**config.mk**
```make
export PLATFORM = sky130hd
export DESIGN_NAME = anticipator_index_stage
export DESIGN_NICKNAME = d
export VERILOG_FILES = /design/src/rtl/anticipator_index_stage.sv
export SDC_FILE = /design/constraint.sdc
export NUM_CORES = 1
export LEC_CHECK = 0
export CORE_ASPECT_RATIO = 1.4
export CORE_MARGIN = 8
export CORE_UTILIZATION = 49
export CTS_BUF_LIST = sky130_fd_sc_hd__clkbuf_8
export CTS_CLUSTER_DIAMETER = 30
export DETAILED_ROUTE_END_ITERATION = 8
export PLACE_DENSITY = 0.92
export SLEW_MARGIN = 20
export SYNTH_ARGS = -nofsm -noshare
export SYNTH_HDL_FRONTEND = slang
export SYNTH_SLANG_ARGS = --single-unit
```
**constraint.sdc**
```tcl
create_clock -name clk -period 3.5 [get_ports clk]
set_input_delay 0.35 -clock clk [delete_from_list [all_inputs] [get_ports clk]]
set_output_delay 0.35 -clock clk [all_outputs]
set_load 0.1 [all_outputs]
```
**src/rtl/anticipator_index_stage.sv**
```systemverilog
// anticipator_index_stage
// Pipeline stage directly upstream of the 4-port anticipator RAM.
//   S1 registers an accepted 4-slot bundle and drives the four 12-bit RAM addresses.
//   S2 registers the returned 2-bit predictions and derives per-slot take flags.
//   An in-order tracking queue records {tag, take mask} of every emitted bundle. Execute-stage
//   resolutions retire the queue head and are compared against it to count mispredicts.
// Ports:
//   clk, rst                        clock, synchronous active-high reset
//   in_valid_i / in_ready_o         input bundle handshake
//   in_slot_en_i, in_hi_i,
//   in_op_i, in_lo_i                per-slot enable and address nibbles (slot n at [4n+3:4n])
//   readN_addr_o / readN_data_i     anticipator RAM read ports (data combinational from address)
//   out_valid_o / out_ready_i       prediction bundle handshake
//   out_pred_o, out_take_o,
//   out_first_o, out_any_o,
//   out_tag_o                       prediction bundle contents
//   res_valid_i, res_tag_i,
//   res_taken_i                     resolution of the oldest outstanding bundle
//   pending_cnt_o                   outstanding queue entries, 0..QDEPTH
//   mispredict_cnt_o                saturating mispredict count
//   err_o                           sticky protocol error
module anticipator_index_stage #(
    parameter int unsigned QDEPTH = 8,
    parameter int unsigned CNTW   = 16
) (
    input  logic                      clk,
    input  logic                      rst,
    input  logic                      in_valid_i,
    output logic                      in_ready_o,
    input  logic [3:0]                in_slot_en_i,
    input  logic [15:0]               in_hi_i,
    input  logic [15:0]               in_op_i,
    input  logic [15:0]               in_lo_i,
    output logic [11:0]               read0_addr_o,
    output logic [11:0]               read1_addr_o,
    output logic [11:0]               read2_addr_o,
    output logic [11:0]               read3_addr_o,
    input  logic [1:0]                read0_data_i,
    input  logic [1:0]                read1_data_i,
    input  logic [1:0]                read2_data_i,
    input  logic [1:0]                read3_data_i,
    output logic                      out_valid_o,
    input  logic                      out_ready_i,
    output logic [7:0]                out_pred_o,
    output logic [3:0]                out_take_o,
    output logic [1:0]                out_first_o,
    output logic                      out_any_o,
    output logic [$clog2(QDEPTH)-1:0] out_tag_o,
    input  logic                      res_valid_i,
    input  logic [$clog2(QDEPTH)-1:0] res_tag_i,
    input  logic [3:0]                res_taken_i,
    output logic [$clog2(QDEPTH):0]   pending_cnt_o,
    output logic [CNTW-1:0]           mispredict_cnt_o,
    output logic                      err_o
);

    localparam int unsigned TagW = $clog2(QDEPTH);
    localparam logic [TagW:0] QFull = (TagW + 1)'(QDEPTH);

    // S1: registered bundle
    logic        s1_valid_q;
    logic [3:0]  s1_en_q;
    logic [15:0] s1_hi_q;
    logic [15:0] s1_op_q;
    logic [15:0] s1_lo_q;

    // S2: registered predictions
    logic        s2_valid_q;
    logic [7:0]  s2_pred_q;
    logic [3:0]  s2_take_q;

    // Tracking queue; the tag of an entry equals its slot index because both the tail pointer
    // and the next tag advance by one per push and both restart at 0 on reset.
    logic [3:0]      q_take_q [QDEPTH];
    logic [TagW-1:0] head_q;
    logic [TagW-1:0] tail_q;
    logic [TagW:0]   cnt_q;

    logic [CNTW-1:0] mis_q;
    logic            err_q;

    logic        s2_free;
    logic        s1_adv;
    logic        in_fire;
    logic        out_fire;
    logic        pop;
    logic        res_err;
    logic        mispredict;
    logic [11:0] addr [4];
    logic [7:0]  rd_data;
    logic [7:0]  pred_d;
    logic [3:0]  take_d;

    // Flow control
    always_comb begin
        out_valid_o = s2_valid_q && (cnt_q < QFull);
        out_fire    = out_valid_o && out_ready_i;
        s2_free     = !s2_valid_q || out_fire;
        s1_adv      = s1_valid_q && s2_free;
        in_ready_o  = !s1_valid_q || s1_adv;
        in_fire     = in_valid_i && in_ready_o;
    end

    // Address formation and prediction masking
    always_comb begin
        rd_data = {read3_data_i, read2_data_i, read1_data_i, read0_data_i};
        pred_d  = '0;
        take_d  = '0;
        for (int n = 0; n < 4; n++) begin
            addr[n] = '0;
            if (s1_valid_q && s1_en_q[n]) begin
                addr[n] = {s1_hi_q[4*n +: 4], s1_op_q[4*n +: 4], s1_lo_q[4*n +: 4]};
            end
            if (s1_en_q[n]) begin
                pred_d[2*n +: 2] = rd_data[2*n +: 2];
                take_d[n]        = &rd_data[2*n +: 2];
            end
        end
    end

    assign read0_addr_o = addr[0];
    assign read1_addr_o = addr[1];
    assign read2_addr_o = addr[2];
    assign read3_addr_o = addr[3];

    // Output bundle decode from the registered take flags
    always_comb begin
        out_pred_o  = s2_pred_q;
        out_take_o  = s2_take_q;
        out_any_o   = |s2_take_q;
        out_first_o = 2'd0;
        for (int n = 3; n >= 0; n--) begin
            if (s2_take_q[n]) begin
                out_first_o = 2'(n);
            end
        end
    end

    // Resolution; occupancy is judged at cycle start, so an empty queue never pops even if a
    // push lands in the same cycle.
    always_comb begin
        pop        = res_valid_i && (cnt_q != '0);
        res_err    = res_valid_i && ((cnt_q == '0) || (res_tag_i != head_q));
        mispredict = pop && (res_taken_i != q_take_q[head_q]);
    end

    always_ff @(posedge clk) begin
        if (rst) begin
            s1_valid_q <= 1'b0;
            s1_en_q    <= '0;
            s1_hi_q    <= '0;
            s1_op_q    <= '0;
            s1_lo_q    <= '0;
            s2_valid_q <= 1'b0;
            s2_pred_q  <= '0;
            s2_take_q  <= '0;
            head_q     <= '0;
            tail_q     <= '0;
            cnt_q      <= '0;
            mis_q      <= '0;
            err_q      <= 1'b0;
        end else begin
            if (in_ready_o) begin
                s1_valid_q <= in_valid_i;
            end
            if (in_fire) begin
                s1_en_q <= in_slot_en_i;
                s1_hi_q <= in_hi_i;
                s1_op_q <= in_op_i;
                s1_lo_q <= in_lo_i;
            end
            if (s2_free) begin
                s2_valid_q <= s1_valid_q;
            end
            if (s1_adv) begin
                s2_pred_q <= pred_d;
                s2_take_q <= take_d;
            end
            if (out_fire) begin
                tail_q <= tail_q + 1'b1;
            end
            if (pop) begin
                head_q <= head_q + 1'b1;
            end
            if (out_fire && !pop) begin
                cnt_q <= cnt_q + 1'b1;
            end else if (!out_fire && pop) begin
                cnt_q <= cnt_q - 1'b1;
            end
            if (mispredict && (mis_q != '1)) begin
                mis_q <= mis_q + 1'b1;
            end
            if (res_err) begin
                err_q <= 1'b1;
            end
        end
    end

    // Queue storage needs no reset: entries are only read between a push and its pop.
    always_ff @(posedge clk) begin
        if (!rst && out_fire) begin
            q_take_q[tail_q] <= s2_take_q;
        end
    end

    assign out_tag_o        = tail_q;
    assign pending_cnt_o    = cnt_q;
    assign mispredict_cnt_o = mis_q;
    assign err_o            = err_q;

endmodule

```
# Word-level counts from Yosys, hierarchy flattened
# Memories as Yosys holds them, arrays and structs flattened. A register that Yosys moved wholly into a read port is not among the register bits.
# Cells that the tools add are included.
[word_totals]
in_bits = 72
out_inout_bits = 89
memories = 1
ramBits = 32
regBits = 93
[memory_table]
columns = ["memory", "words", "width", "rd", "rd_clocked_by_memory_dff", "wr", "line", "rtl"]
rows = [
  ["q_take_q", 8, 4, 1, 1, 1, "74", "logic [3:0] q_take_q [QDEPTH];"],
]
[classes]
eq_ne = 3
n_lt_le_gt_ge = 1
n_addsub = 5
mux = 22
n_reduce_logical = 31
[ops]
columns = ["op", "n"]
rows = [
  ["12-bit 2-to-1 mux", 4],
  ["16-bit by 1-bit adder with 16-bit output (second input constant)", 1],
  ["2-bit 2-to-1 mux", 8],
  ["16-bit != test (second input constant)", 1],
  ["1-bit logical AND", 15],
  ["4-bit 2-to-1 mux", 2],
  ["2-bit AND reduction", 4],
  ["3-bit by 1-bit adder with 3-bit output (second input constant)", 2],
  ["1-bit 2-to-1 mux", 6],
  ["3-bit 2-to-1 mux", 2],
  ["1-bit zero test", 5],
  ["4-bit by 1-bit adder with 4-bit output (second input constant)", 1],
  ["4-bit zero test", 1],
  ["4-bit < comparator (second input constant)", 1],
  ["4-bit != test", 1],
  ["4-bit nonzero test", 1],
  ["4-bit OR reduction", 1],
  ["4-bit by 1-bit subtractor with 4-bit output (second input constant)", 1],
  ["1-bit logical OR", 3],
  ["3-bit != test", 1],
  ["2-bit nonzero test", 1],
]

# Logic depth before layout (Yosys ltp)
# Gate-level depths: netlist of run 1.
[depth]
word_depth = 7
depth_mapped = 13

# Worst setup path after synthesis of run 1
# OpenSTA, ideal clock, no wires.
[synth_path]
path_kind = "register to register"
from = "register cnt_q[3] (netlist: pending_cnt_o[3])"
to = "register cnt_q[3] (netlist: pending_cnt_o[3])"
arrival_ps = 4112
required_time_ps = 3430
path_slack_ps = -682
synth_period_minus_slack_ps = 4182
stages_incl_launch_ff = 12
path_cell_list = "dfxtp_1 -> nor2b_1 -> nand2_1 -> inv_1 -> ha_1 -> inv_1 -> ha_1 -> a21o_1 -> a21oi_1 -> xnor2_1 -> or3_1 -> a21oi_1"
[synth_between]
elab_chain_cells = 6
elab_cells_between_ends = 14
classes_between = "2 x add/sub; 1 x order compare; 2 x mux; 9 x reduce/logical"
[synth_lines]
columns = ["element", "line", "rtl"]
rows = [
  ["start: declaration", "77", "logic [TagW:0] cnt_q;"],
  ["start signal: assignment", "186", "cnt_q <= cnt_q + 1'b1;"],
  ["start signal: assignment", "188", "cnt_q <= cnt_q - 1'b1;"],
  ["4-bit < comparator (*)", "96", "out_valid_o = s2_valid_q && (cnt_q < QFull);"],
  ["1-bit logical AND (*)", "96", ""],
  ["net out_valid_o", "42", "output logic out_valid_o,"],
  ["1-bit logical AND (*)", "97", "out_fire = out_valid_o && out_ready_i;"],
  ["net out_fire", "85", "logic out_fire;"],
  ["1-bit zero test", "187", "end else if (!out_fire && pop) begin"],
  ["1-bit logical AND", "187", ""],
  ["2-bit nonzero test (no source line)", "-", ""],
]
# Mark *: on every way through the listed nets, which the timed path passes. The rest lies on a longest branch. The select of a mux whose other input is x is not followed.
# A chain may end at the register's enable or synchronous reset.

# Worst setup path in the final report of run 1
[layout_path]
from = "register cnt_q[3] (netlist: pending_cnt_o[3])"
to = "register cnt_q[3] (netlist: pending_cnt_o[3])"
[layout_between]
elab_chain_cells = 6
elab_cells_between_ends = 14
classes_between = "2 x add/sub; 1 x order compare; 2 x mux; 9 x reduce/logical"
[layout_lines]
columns = ["element", "line"]
rows = [
  ["4-bit < comparator", "96"],
  ["1-bit logical AND", "96"],
  ["1-bit logical AND", "97"],
  ["1-bit zero test", "187"],
  ["1-bit logical AND", "187"],
  ["2-bit nonzero test (no source line)", "-"],
]
# Several ways; a longest one is shown, not always the timed one. The select of a mux whose other input is x is not followed.

==> run summary, run 1 <==
combinational share of power - 26.0%
Crit. Startpoint - pending_cnt_o[3]
Layout fillers - 857
Leak - 2.99 nW
Arrival @ worst endpoint - 3.30 ns
FF-to-FF Start - pending_cnt_o[3]
yosys warns - 0
share of the synthesized area in the top cell type - 35.0%
count leader, synth - nand2_1
sequential-to-total area share from yosys stat - 52.5%
Final Setup Violations - 0
Routed Antenna Nets - 0
internal power - 0.00262 W
Fin Setup TNS - 0 ns
Die H - 141 µm
status - complete, no violations
fin crit period - 2.96 ns
worst-skew pair later-pin latency - 0.42 ns
syn nets - 677
Setup Crit Path Kind - register to register
TritonCTS Sinks - 128
Worst path max stage delay - 0.56 ns
Design Area, Final - 7420 µm²
final hold vios - 0
CP endpoint - pending_cnt_o[3]
Layout Nets - 821
Fmax achieved - 0.338 GHz
die width - 105 µm
Critical-path top delay cell - or4_1
switching power - 0.00129 W
r2r setup slk - 0.54 ns
Antenna Diode Count - 0
CTS buffer count - 17
leading area contributor after synthesis - dfxtp_1
EDFF count, synth - 32
Syn-to-layout area delta - 35.0%
row cnt - 46
reg2reg end - pending_cnt_o[3]
max-cap violations - 0
sequential power share - 43.2%
pins over their slew limit - 0
Die Area - 14,900 µm²
vias after detailed routing - 4,935
Cells after Synth - 598
cts repair resizes - 0
Syn Area/Cell - 9.19 µm²
Main synth FF type - dfxtp_1
DP Area - 7040 µm²
grt ovf - 0
crit path launch type - register
CP endpoint kind - register
depth of the CTS H-tree - 4
Slew HR - 18.6%
Ports - 161
CTS tree - done
CP required - 3.84 ns
CP Cell Sequence - or4_1, and2_1, inv_1, ha_1, inv_1, ha_1, a21o_1, a21oi_1, xnor2_1, or3_1, a21oi_1
actual slew at the worst max-slew pin - 1.20 ns
critical path fanouts, max - 9
VDD IR max - 0.000303 V
Post-Syn Area - 5490 µm²
Hold-fix buffers, CTS - 0
pwr/cell area - 527 nW/µm²
pin count of the biggest net entering global routing - 104
Remaining DRCs - 0
core area - 11,100 µm²
Async S/R FF share, synth - 0%
switch share - 32.9%
postcts setup bufs - 0
Worst Reg-to-Reg Cells - 11
Max Buffers Root-to-Sink - 2
CTS clk-pin slew, worst paths - 0.07 ns
dpl hpwl - 11,300 µm
global placer's final weighted congestion - 0.843
Clock Tree Root - clkbuf_8
gr usage total - 20.6%
register bit total from synthesis - 128
Layout Skew - 0.0115 ns
library cells used by synthesis - 45
Worst Hold Class - register to register
first-iteration detailed-routing DRC count - 250
synth cell count leaders - nand2_1 (137), dfxtp_1 (96), a21oi_1 (83)
layout cells sized above 1 - 13.1%
DR vias/cell - 5.49
initial antenna violation count - 0
first-pass GRT wire length - 24,800 µm
top cells by area, synth - dfxtp_1 (35%), edfxtp_1 (17%), nand2_1 (9.4%)
drt first pass iters - 5
Total Wirelength - 15,500 µm
RSZ-0062 raised after global routing - false
Hold Slack - 0.453 ns
period utilization - 84.5%
PortBufs - 160
Routed WL per cell - 17.3 µm
Clock power frac - 30.8%
vias in the first global route - 5,082
Starting Density - 49.5%
-- metal layers --
metal	part of all wire, %	GRT usage, %
met1	38	21.9
met2	53	35.9
met3	7.2	8.08
met4	1.8	7.96
met5	0	0
-- state kept, by name, summed over array words and instances (netlist names), 4 cells and up, named ones only --
signal	cells
q_take_q	32
mispredict_cnt_o	16
s1_hi_q	16
s1_lo_q	16
s1_op_q	16
out_pred_o	8
out_take_o	4
pending_cnt_o	4
s1_en_q	4
-- worst min-delay path by stage --
| stage | startpoint | to | slack [ns] | depth (start not counted) |
|---|---|---|---|---|
| after floorplan | s1_hi_q[0] | s1_hi_q[0] | 0.43 | 2 |
| after global placement | s1_op_q[2] | s1_op_q[2] | 0.44 | 2 |
| after detailed placement | s1_op_q[2] | s1_op_q[2] | 0.44 | 2 |
| after global routing | in_lo_i[3] | s1_lo_q[3] | 0.44 | 3 |
| after CTS | in_op_i[9] | s1_op_q[9] | 0.43 | 3 |
| final | s1_op_q[9] | s1_op_q[9] | 0.45 | 2 |
-- cell usage in the layout, fill, tap and decap left out, types with 13 or more instances in the layout --
cell type / count
mux2i_1: 18
edfxtp_1: 32
nand3_1: 13
buf_4: 55
nand2_1: 137
clkbuf_8: 19
nor2_1: 24
a21oi_1: 83
dfxtp_1: 96
clkdlybuf4s50_1: 109
and3_1: 56
-- stage by stage --
stage | instances | setup WS, ns | util, % | total power [W]
floorplan | 598 | -0.0412 | - | 0.00246
global placement | 867 | 0.678 | 63.4 | 0.00268
detailed placement | 867 | 0.607 | 63.4 | 0.00273
CTS | 899 | 0.535 | 66.8 | 0.00394
global route | 899 | 0.438 | 66.8 | 0.00408
finish | 899 | 0.541 | 66.8 | 0.00391
-- area by class of cell --
cell class / count / area, µm² / area share (%)
clock buffer: 19 / 262 / 3.52
inverter: 8 / 30.0 / 0.405
sequential: 128 / 2880 / 38.9
multi-input combinational: 422 / 2420 / 32.6
clock inverter: 13 / 120 / 1.62
timing repair buffer: 165 / 1520 / 20.5
tap: 144 / 180 / 2.43
-- logic make-up after synthesis --
logic type / after synthesis / share of synthesized area, %
buffers and inverters: 48 / 3.87
XOR/XNOR: 14 / 2.23
flip-flops: 128 / 52.5
AND/OR/NAND/NOR: 272 / 23.7
adder cells (fa/ha/maj): 7 / 1.73
multiplexers: 24 / 5.33
AO/OA/AOI/OAI: 105 / 10.6
-- critical path: cells and delay by family, from the launching register on --
family / cells / cell delay [ns]
flip-flops: 1 / 0.36
adder cells (fa/ha/maj): 2 / 0.49
buffers and inverters: 2 / 0.23
XOR/XNOR: 1 / 0.10
AND/OR/NAND/NOR: 3 / 1.18
AO/OA/AOI/OAI: 3 / 0.51
-- power groups by stage --
stage | combinational, W | sequential, W | clock, W
detailed placement | 0.00101 | 0.00172 | 0
global placement | 0.000974 | 0.00171 | 0
floorplan | 0.000549 | 0.00191 | 0
global route | 0.00108 | 0.00170 | 0.00130
finish | 0.00102 | 0.00169 | 0.00120
CTS | 0.00102 | 0.00169 | 0.00123
(Power assumes the default switching activity.)
==> run 2, diff against run 1 <==
==> constraint.sdc (replaced) <==
create_clock -name clk -period 3.1 [get_ports clk]
set_input_delay 0.31 -clock clk [delete_from_list [all_inputs] [get_ports clk]]
set_output_delay 0.31 -clock clk [all_outputs]
set_load 0.1 [all_outputs]
==> run summary, run 2 (same netlist as run 1, synthesis figures left out) <==
worst-skew pair later-pin latency - 0.41 ns
final hold vios - 0
layout cells sized above 1 - 17.5%
vias after detailed routing - 5,002
first-pass GRT wire length - 25,000 µm
Setup Crit Path Kind - register to register
Max Buffers Root-to-Sink - 2
Hold-fix buffers, CTS - 0
Largest Register - q_take_q
pins over their slew limit - 0
Remaining DRCs - 0
grt ovf - 0
die width - 105 µm
Fmax achieved - 0.356 GHz
Layout Nets - 826
most common cell after layout, fill and taps aside - nand2_1
Total Wirelength - 15,700 µm
DR vias/cell - 5.53
Die Area - 14,900 µm²
TritonCTS Sinks - 128
CP required - 3.43 ns
worst hold stages - 3
Worst Hold Class - primary input to register
global placer's final weighted congestion - 0.861
status - complete, no violations
Starting Density - 49.5%
critical path fanouts, max - 6
drt first pass iters - 5
Leak - 3.07 nW
first-iteration detailed-routing DRC count - 254
max FFs per register - 32
Syn-to-layout area delta - 34.5%
core area - 11,100 µm²
dpl hpwl - 11,500 µm
CTS clk-pin slew, worst paths - 0.07 ns
postcts setup bufs - 0
Final Core Density - 66.5%
Design Area, Final - 7390 µm²
depth of the CTS H-tree - 4
CTS tree - done
VDD IR max - 0.000474 V
Clock Tree Root - clkbuf_8
Final Setup Violations - 0
initial antenna violation count - 0
RSZ-0062 raised after global routing - false
CTS buffer count - 17
crit path launch type - register
period utilization - 90.5%
Slew HR - 29.0%
row cnt - 46
Ports - 161
actual slew at the worst max-slew pin - 1.07 ns
CP endpoint kind - register
gr usage total - 20.7%
Worst Reg-to-Reg Cells - 11
DP Area - 7010 µm²
Routed WL per cell - 17.4 µm
Layout Skew - 0.0108 ns
pwr/cell area - 599 nW/µm²
Routed Antenna Nets - 0
most frequent cells in the layout - nand2_1 (137), dfxtp_1 (93), buf_4 (88)
Fin Setup TNS - 0 ns
PortBufs - 160
pin count of the biggest net entering global routing - 104
fin crit period - 2.81 ns
cts repair resizes - 0
Antenna Diode Count - 0
max-cap violations - 0
vias in the first global route - 5,134
Die H - 141 µm
Arrival @ worst endpoint - 3.13 ns
-- run 2: changes by cell type in the layout (fill, tap and decap cells not counted), sizes merged --
cell | previous run | this run
buf | 56 | 89
clkbuf | 19 | 18
clkdlybuf4s50 | 109 | 81
clkinv | 10 | 5
clkinvlp | 0 | 2
inv | 9 | 13
-- run 2: layer usage --
layer	track usage, %	part of all wire [%]	vias to the layer above
met3	6.85	6.9	35
li1	-	-	2396
met4	10.4	3.0	0
met2	36.4	52	183
met1	21.6	38	2388
met5	0	0	-
-- run 2: worst max-delay path, stage by stage (launching register included) --
cell and delay [ns]:
dfxtp_2 0.36, or4_1 0.57, and2_1 0.20, inv_1 0.07, ha_1 0.18, inv_1 0.09
ha_1 0.29, a21o_1 0.19, a21oi_1 0.20, xnor2_1 0.11, or3_1 0.33, a21oi_1 0.15
-- run 2: power breakdown --
part | switching [W] | internal (W) | leakage [nW] | total (W)
logic | 0.000739 | 0.000428 | 1.77 | 0.00117
registers | 0.000112 | 0.00180 | 1.10 | 0.00192
clock network | 0.000622 | 0.000722 | 0.204 | 0.00134
total | 0.00147 | 0.00295 | 3.07 | 0.00443
-- run 2: worst paths after layout --
path	endpoint	slack, ns	start
max	pending_cnt_o[3]	0.29	pending_cnt_o[3]
min	s1_op_q[8]	0.45	in_op_i[8]
max reg2reg	pending_cnt_o[3]	0.29	pending_cnt_o[3]
min reg2reg	s1_lo_q[14]	0.45	s1_lo_q[14]
-- run 2: layout make-up --
cell class	count	area, µm²
clock buffers	18	248
repair buffers	170	1490
inverters	8	30.0
clock inverters	14	128
flip-flops and latches	128	2890
well taps	144	180
multi-input cells	422	2430
fillers	865	3720
-- run 2: metrics by stage --
stage | hold slack, ns | total power (W) | cells | setup WS [ns]
after floorplan | 0.432 | 0.00278 | 598 | -0.274
final | 0.446 | 0.00443 | 904 | 0.295
after CTS | 0.416 | 0.00445 | 904 | 0.301
after global routing | 0.427 | 0.00462 | 904 | 0.150
after detailed placement | 0.443 | 0.00312 | 872 | 0.319
after global placement | 0.438 | 0.00305 | 872 | 0.488
